===== src/rtl/data_island_assembler_if.sv =====
// Data island assembler bus.
// Groups the packet-level signals that pass between a packet source and the
// assembler.
//   data_island_period   : high on every pixel of a data island period
//   header               : packet header HB0..HB2, stable for a whole packet
//   sub                  : subpackets 0..3, stable for a whole packet
//   packet_pixel_counter : pixel index 0..31 within the current packet
//   packet_enable        : request for the next packet selection
//   packet_data          : TERC4 payload bits for the current pixel
// master = packet source / picker side, slave = assembler side.
interface data_island_assembler_if;
  logic             data_island_period;
  logic [23:0]      header;
  logic [3:0][55:0] sub;
  logic [4:0]       packet_pixel_counter;
  logic             packet_enable;
  logic [8:0]       packet_data;

  modport master (
    output data_island_period,
    output header,
    output sub,
    input  packet_pixel_counter,
    input  packet_enable,
    input  packet_data
  );

  modport slave (
    input  data_island_period,
    input  header,
    input  sub,
    output packet_pixel_counter,
    output packet_enable,
    output packet_data
  );
endinterface


===== src/rtl/data_island_assembler.sv =====
// Data island packet assembler.
// Walks a 32-pixel packet, serially computes the BCH ECC bytes for the header
// and the four subpackets while their data bits are being sent, and presents
// the ECC bytes in the trailing pixels of the packet.
// Ports:
//   clk_pixel : pixel clock, all state on its rising edge
//   reset_n   : asynchronous active-low reset
//   di        : assembler bus (slave side), see data_island_assembler_if
module data_island_assembler (
  input  logic                    clk_pixel,
  input  logic                    reset_n,
  data_island_assembler_if.slave  di
);

  logic [4:0]      counter;
  logic [7:0]      ecc_h;
  logic [3:0][7:0] ecc_s;
  logic            preload_done;

  logic            wrap;
  logic [5:0]      idx_lo;
  logic [5:0]      idx_hi;
  logic [31:0]     hx;
  logic [3:0][63:0] sx;
  logic [8:0]      packet_data_c;

  // One LSB-first serial step of the BCH(64,56)/(32,24) code,
  // generator 1 + x^6 + x^7 + x^8.
  function automatic logic [7:0] bch_step(input logic [7:0] ecc, input logic b);
    bch_step = (ecc >> 1) ^ ((ecc[0] ^ b) ? 8'h83 : 8'h00);
  endfunction

  assign wrap   = (counter == 5'd31);
  assign idx_lo = {counter, 1'b0};
  assign idx_hi = {counter, 1'b1};

  // Counter, ECC accumulators and the preload flag.
  // ECC is cleared on the wrap edge and while idle so that every packet's
  // parity covers only its own data bits.
  always_ff @(posedge clk_pixel or negedge reset_n) begin
    if (!reset_n) begin
      counter      <= 5'd0;
      ecc_h        <= 8'h00;
      ecc_s        <= '0;
      preload_done <= 1'b0;
    end else begin
      counter      <= di.data_island_period ? counter + 5'd1 : 5'd0;
      // The preload request lasts only for the first idle pixel.
      preload_done <= !di.data_island_period;
      if (!di.data_island_period || wrap) begin
        ecc_h <= 8'h00;
        ecc_s <= '0;
      end else begin
        if (counter < 5'd24)
          ecc_h <= bch_step(ecc_h, di.header[counter]);
        if (counter < 5'd28) begin
          for (int n = 0; n < 4; n++)
            ecc_s[n] <= bch_step(bch_step(ecc_s[n], di.sub[n][idx_lo]), di.sub[n][idx_hi]);
        end
      end
    end
  end

  // Extended words: data in the low bits, the held ECC byte on top, so the
  // same bit selection serves both the data and the parity pixels.
  always_comb begin
    hx = {ecc_h, di.header};
    for (int n = 0; n < 4; n++)
      sx[n] = {ecc_s[n], di.sub[n]};
    packet_data_c = {sx[3][idx_hi], sx[2][idx_hi], sx[1][idx_hi], sx[0][idx_hi],
                     sx[3][idx_lo], sx[2][idx_lo], sx[1][idx_lo], sx[0][idx_lo],
                     hx[counter]};
  end

  // Outputs are forced low while reset is held, independent of the inputs.
  assign di.packet_pixel_counter = counter;
  assign di.packet_data   = (reset_n && di.data_island_period) ? packet_data_c : 9'd0;
  assign di.packet_enable = reset_n && (di.data_island_period ? wrap : !preload_done);

endmodule


===== src/flat_wrapper.sv =====
// flat-port wrapper written by rule: the top's interface ports become plain ports
module data_island_assembler_flat 
  (clk_pixel, reset_n, di_data_island_period, di_header, di_sub, di_packet_pixel_counter, di_packet_enable, di_packet_data);
  data_island_assembler_if di_i ();
  input  logic clk_pixel;
  input  logic reset_n;
  input wire logic [$bits(di_i.data_island_period)-1:0] di_data_island_period;
  input wire logic [$bits(di_i.header)-1:0] di_header;
  input wire logic [$bits(di_i.sub)-1:0] di_sub;
  output wire logic [$bits(di_i.packet_pixel_counter)-1:0] di_packet_pixel_counter;
  output wire logic [$bits(di_i.packet_enable)-1:0] di_packet_enable;
  output wire logic [$bits(di_i.packet_data)-1:0] di_packet_data;
  assign di_i.data_island_period = di_data_island_period;
  assign di_i.header = di_header;
  assign di_i.sub = di_sub;
  assign di_packet_pixel_counter = di_i.packet_pixel_counter;
  assign di_packet_enable = di_i.packet_enable;
  assign di_packet_data = di_i.packet_data;
  data_island_assembler u_core (.clk_pixel(clk_pixel), .reset_n(reset_n), .di(di_i));
endmodule

===== config.mk =====
export PLATFORM = sky130hd
export DESIGN_NAME = data_island_assembler_flat
export DESIGN_NICKNAME = d
export VERILOG_FILES = /design/src/rtl/data_island_assembler_if.sv /design/src/rtl/data_island_assembler.sv /design/src/flat_wrapper.sv
export SDC_FILE = /design/constraint.sdc
export NUM_CORES = 1
export LEC_CHECK = 0
export BUFFER_PORTS_ARGS = -buffer_cell sky130_fd_sc_hd__buf_4
export CAP_MARGIN = 10
export CORE_MARGIN = 2
export CORE_UTILIZATION = 42
export CTS_CLUSTER_SIZE = 16
export DETAILED_ROUTE_END_ITERATION = 6
export PLACE_DENSITY = 0.79
export SYNTH_ARGS = -nofsm -noshare
export SYNTH_HDL_FRONTEND = slang
export SYNTH_SLANG_ARGS = --single-unit

===== constraint.sdc =====
create_clock -name clk_pixel -period 2.8 [get_ports clk_pixel]
set_input_delay 0.28 -clock clk_pixel [delete_from_list [all_inputs] [get_ports clk_pixel]]
set_output_delay 0.28 -clock clk_pixel [all_outputs]
set_load 0.02 [all_outputs]

# Word level (Yosys, flattened, before mapping)
# Index checks and enable logic that the tools add are counted.
op_classes:
  n_addsub: 1
  n_lt_le_gt_ge: 5
  eq_ne: 1
  mux: 52
  bitwise: 18
  reduce_logical: 7
op_table:
  columns: ["cell", "count"]
  rows:
  - ["$bmux W1 S5", 18]
  - ["$mux W8", 11]
  - ["$xor A7 B8 Y8", 9]
  - ["$mux W32", 2]
  - ["$mux W1", 19]
  - ["$lt A6 B7 Y1 const B", 2]
  - ["$lt A5 B5 Y1 const B", 2]
  - ["$mux W9", 1]
  - ["$xor A1 B1 Y1", 9]
  - ["$lt A5 B6 Y1 const B", 1]
  - ["$add A5 B1 Y5 const B", 1]
  - ["$eq A5 B5 Y1 const B", 1]
  - ["$mux W5", 1]
  - ["$reduce_bool A2 Y1", 2]
  - ["$logic_and A1 B1 Y1", 2]
  - ["$logic_not A1 Y1", 2]
  - ["$logic_or A1 B1 Y1", 1]
word_totals:
  regBits: 46
  in_bits: 251
  out_inout_bits: 15
  word_cells: 91

# Depth between registers and ports, before layout
logic_depth:
  word_depth: 10
  ltp_mapped: 11
  ltp_nobuf: 8

# Worst setup path after synthesis
# Ideal clock, no wire load.
synth_timing:
  path_kind: "reg-to-reg"
  startpoint: "reg u_core.counter[0] (netlist: u_core.di.packet_pixel_counter[0])"
  endpoint: "reg u_core.ecc_s[25] (netlist name)"
  arrival_time_ns: 2.733
  slack_ns: -0.012
  path_stages_with_launch: 8
  synth_period_minus_slack_ns: 2.812
  cell_sequence: "dfrtp_1 > mux4_2 > nor3b_1 > or4_4 > or4_4 > a21o_1 > mux2i_1 > mux2i_1"
synth_between:
  elab_chain_cells: 10
  elab_cells_between_ends: 16
synth_rtl:
  columns: ["element", "line", "rtl"]
  rows:
  - ["start, declared", "data_island_assembler.sv:15", "logic [4:0] counter;"]
  - ["start signal, assigned", "data_island_assembler.sv:47", "counter <= di.data_island_period ? counter + 5'd1 : 5'd0;"]
  - ["$bmux W1 S5", "data_island_assembler.sv:58", "ecc_s[n] <= bch_step(bch_step(ecc_s[n], di.sub[n][idx_lo]), di.sub[n][idx_hi]);"]
  - ["$mux W1 (not written as such)", "data_island_assembler.sv:58", null]
  - ["$xor A1 B1 Y1", "data_island_assembler.sv:30", "bch_step = (ecc >> 1) ^ ((ecc[0] ^ b) ? 8'h83 : 8'h00);"]
  - ["$mux W8", "data_island_assembler.sv:30", null]
  - ["$xor A7 B8 Y8", "data_island_assembler.sv:30", null]
  - ["$xor A1 B1 Y1", "data_island_assembler.sv:30", null]
  - ["$mux W8", "data_island_assembler.sv:30", null]
  - ["$xor A7 B8 Y8", "data_island_assembler.sv:30", null]
  - ["$mux W32", "data_island_assembler.sv:56", "if (counter < 5'd28) begin"]
  - ["$mux W32", "data_island_assembler.sv:50", "if (!di.data_island_period || wrap) begin"]
  - ["end signal, assigned by index", "data_island_assembler.sv:58", null]
  - ["end, declared", "data_island_assembler.sv:17", "logic [3:0][7:0] ecc_s;"]
# Several ways; a longest one is shown, not always the timed one. The select of a mux whose other input is x is not followed.
# A chain may end at the register's enable or synchronous reset.

# Worst setup path in the final report
# Same ends and word-level chain as after synthesis.

==> metrics.json <==
{
  "worst-r2r-cell-count": {"value": 7},
  "maximum_count_of_clock_buffers_along_a_single_path": {"value": 2},
  "syn-mean-instance-area": {"value": 8.87, "unit": "sq um"},
  "ctsHtreeMaxLevel": {"value": 2},
  "worst_skew": {"value": 0.00545, "unit": "ns"},
  "synth_top_cell_area_share": {"value": 0.235},
  "final_cell_mix": {"value": "buf_4, mux2i_1, nand2_1"},
  "cts_hold_repair.buffers": {"value": 0},
  "number_of_global_route_vias_before_repair": {"value": 5794},
  "cts_sinks": {"value": 46},
  "crit_path_end_kind": {"value": "flip-flop"},
  "die_area": {"value": 12500, "unit": "sq um"},
  "vdd.ir_drop.worst": {"value": 0.388, "unit": "mV"},
  "worstReg2RegEnd": {"value": "u_core.ecc_s[25]"},
  "floorplan.core_area": {"value": 11400, "unit": "sq um"},
  "post_route_cells_drive_above_1_share": {"value": 0.456},
  "cts.reportedPaths.clkPinSlew": {"value": 0.06, "unit": "ns"},
  "drt_wl_total": {"value": 20.3, "unit": "mm"},
  "synth-edff-count": {"value": 0},
  "die_width": {"value": 112, "unit": "um"},
  "synth_area_leaders": {"value": "dfrtp_1, mux2i_1, mux4_2, a21oi_1, nand2_1"},
  "synth.largest_area_cell": {"value": "dfrtp_1"},
  "antenna-diode-count": {"value": 0},
  "cts_inserted_buffers": {"value": 5},
  "maxSlewHeadroom": {"value": 0.607},
  "floorplan.initialDensity": {"value": 0.429},
  "total_count_of_hold_check_failures_in_the_final_report": {"value": 0},
  "final.hold.worst_slack": {"value": 0.0903, "unit": "ns"},
  "failed_checks": {"value": "setup timing"},
  "most_common_library_cell_in_the_layout_ignoring_fill_and_taps": {"value": "buf_4"},
  "grt_first_pass_wirelength": {"value": 31.5, "unit": "mm"},
  "cap_viol_max_count": {"value": 0},
  "total_of_flip_flops_plus_latches_after_synthesis": {"value": 46},
  "reg2reg_slack": {"value": -0.03, "unit": "ns"},
  "asyncSetResetFlopFracSynth": {"value": 1.00},
  "track_usage": {"value": 0.312},
  "run_status": {"value": "finished with violations"},
  "drt.antenna.violating_nets": {"value": 0},
  "maximum_number_of_pins_on_one_net_before_global_route_repair": {"value": 48},
  "grt_antenna_before_repair": {"value": 0},
  "globalplace.congestion": {"value": 0.958},
  "port_buffers": {"value": 265},
  "tightestPinTransition": {"value": 0.590, "unit": "ns"},
  "synth_top_flop_cell": {"value": "dfrtp_1"},
  "synth.yosys.warnings": {"value": 0},
  "row_count": {"value": 39},
  "drv_slew": {"value": 0},
  "initialDrtViolationCount": {"value": 424},
  "min-delay-path-class": {"value": "input pin to async pin"},
  "cellPowerDensity": {"value": 422, "unit": "nW/um^2"},
  "layout.cells.non_filler": {"value": 970},
  "nets": {"value": 1080},
  "worst_r2r_startpoint": {"value": "u_core.di.packet_pixel_counter[0]"},
  "grt_setup_unrepaired": {"value": "yes"},
  "routed_wire_length_per_instance": {"value": 20.9, "unit": "um"},
  "max_freq": {"value": 353, "unit": "MHz"},
  "report.final.setup_viol": {"value": 1},
  "synth_cell_types": {"value": 49},
  "cts_root_buffer": {"value": "clkbuf_16"},
  "timing.critical_path.required": {"value": 3.00, "unit": "ns"},
  "path_max_fanout": {"value": 3},
  "dp.cells": {"value": 956},
  "globalRoute.totalOverflow": {"value": 0},
  "flow.area_growth_from_synthesis": {"value": 53.6, "unit": "%"},
  "final.setup.worst_slack": {"value": -0.0304, "unit": "ns"},
  "leakagePower": {"value": 3.37, "unit": "nW"},
  "timing.critical_path.from_type": {"value": "flip-flop"},
  "finalCriticalPeriod": {"value": 2.83, "unit": "ns"},
  "arrival": {"value": 3.03, "unit": "ns"},
  "synth.net_count": {"value": 805},
  "netlist_area": {"value": 4900, "unit": "sq um"},
  "die_h": {"value": 112, "unit": "um"},
  "synth_cells": {"value": 552},
  "detail_route.vias_per_cell": {"value": 5.76},
  "route.detailed.drc": {"value": 0},
  "dr.pass1.iters": {"value": 6},
  "crit_type": {"value": "flip-flop to flip-flop"},
  "layout_worst_path_cycle_share": {"value": 1.01},
  "insertion_delay": {"value": 0.28, "unit": "ns"},
  "vias": {"value": 5586},
  "cts_tree": {"value": "built"},
  "dp_hpwl": {"value": 15.9, "unit": "mm"},
  "io_pins": {"value": 266},
  "yosysSeqAreaShare": {"value": 0.235}
}
through the flow:
step	total power (W)	setup WS (ns)	setup TNS (ns)	utilization	cell area [sq um]
5_1_grt	0.00336	-0.0767	-0.348	0.659	7520
2_1_floorplan	0.00191	0.0308	0	-	4900
3_5_place_dp	0.00251	-0.0220	-0.0220	0.630	7200
6_report	0.00318	-0.0304	-0.0304	0.659	7520
3_3_place_gp	0.00246	0.0676	0	0.630	7200
4_1_cts	0.00313	-0.0250	-0.0250	0.650	7420
Yosys cell counts, types with 11 or more instances:
master,count
xnor2_1,17
a22oi_1,32
nand2_1,72
o21ai_0,13
buf_2,11
nand3_1,32
a21oi_1,55
xor2_1,12
dfrtp_1,46
mux4_2,28
nor2_1,22
mux2i_1,95
clkbuf_1,20
what timing repair did:
action	in CTS	in global routing
setup buffers	3	2
gates cloned	1	1
pin swaps	6	1
gates resized for setup	7	14
endpoints found under the setup margin	8	13
routing by layer:
layer  routed length (um)  global-route usage
met2                10400               0.558
met4                  392              0.0667
met5                    0                   0
met3                 1340              0.0441
met1                 8120               0.404
where the power goes:
group	internal, W	switching [W]
Clock	0.000326	0.000251
Sequential	0.000809	0.000172
Combinational	0.000916	0.000704
cell families (layout without fill, tap and decap cells):
kind of cell,Yosys count,count (layout),share of synthesized area
AOI/OAI and AO/OA,118,118,0.146
muxes,129,129,0.337
DFF,46,46,0.235
and+or+nand+nor,176,176,0.173
xor gates and xnor gates,29,29,0.0519
buffers and inverters,52,327,0.0514
adders and majority gates,2,2,0.00511
flip-flops by register name, indices dropped and copies added (netlist names):
signal and cells:
u_core.preload_done 1, u_core.ecc_s 32, u_core.ecc_h 8, u_core.di.packet_pixel_counter 5
critical path, cell delays in order (launching register included):
cell     delay, ns
dfrtp_2       0.42
mux4_2        0.52
nor3b_2       0.17
or4_4         0.50
or4_4         0.56
a21o_1        0.17
mux2i_1       0.17
mux2i_1       0.23
area by class of cell:
class	instances	area, sq um
clock buffer	5	125
clock inverter	2	15.0
fill	945	3900
inverter	7	26.3
multi-input combinational	454	3560
sequential	46	1160
tap	143	179
timing repair buffer	313	2450
worst max-delay path by stage:
stage / start / endpoint / slack [ns] / depth (start not counted)
2_1_floorplan: u_core.di.packet_pixel_counter[1] / di_packet_data[0] / 0.03 / 9
3_3_place_gp: u_core.di.packet_pixel_counter[0] / u_core.ecc_s[25] / 0.07 / 7
3_5_place_dp: u_core.di.packet_pixel_counter[0] / u_core.ecc_s[25] / -0.02 / 7
4_1_cts: u_core.di.packet_pixel_counter[0] / u_core.ecc_s[25] / -0.03 / 7
5_1_grt: u_core.di.packet_pixel_counter[0] / u_core.ecc_s[25] / -0.08 / 7
6_report: u_core.di.packet_pixel_counter[0] / u_core.ecc_s[25] / -0.03 / 7
Note: power is estimated with default switching activity, not from simulation.
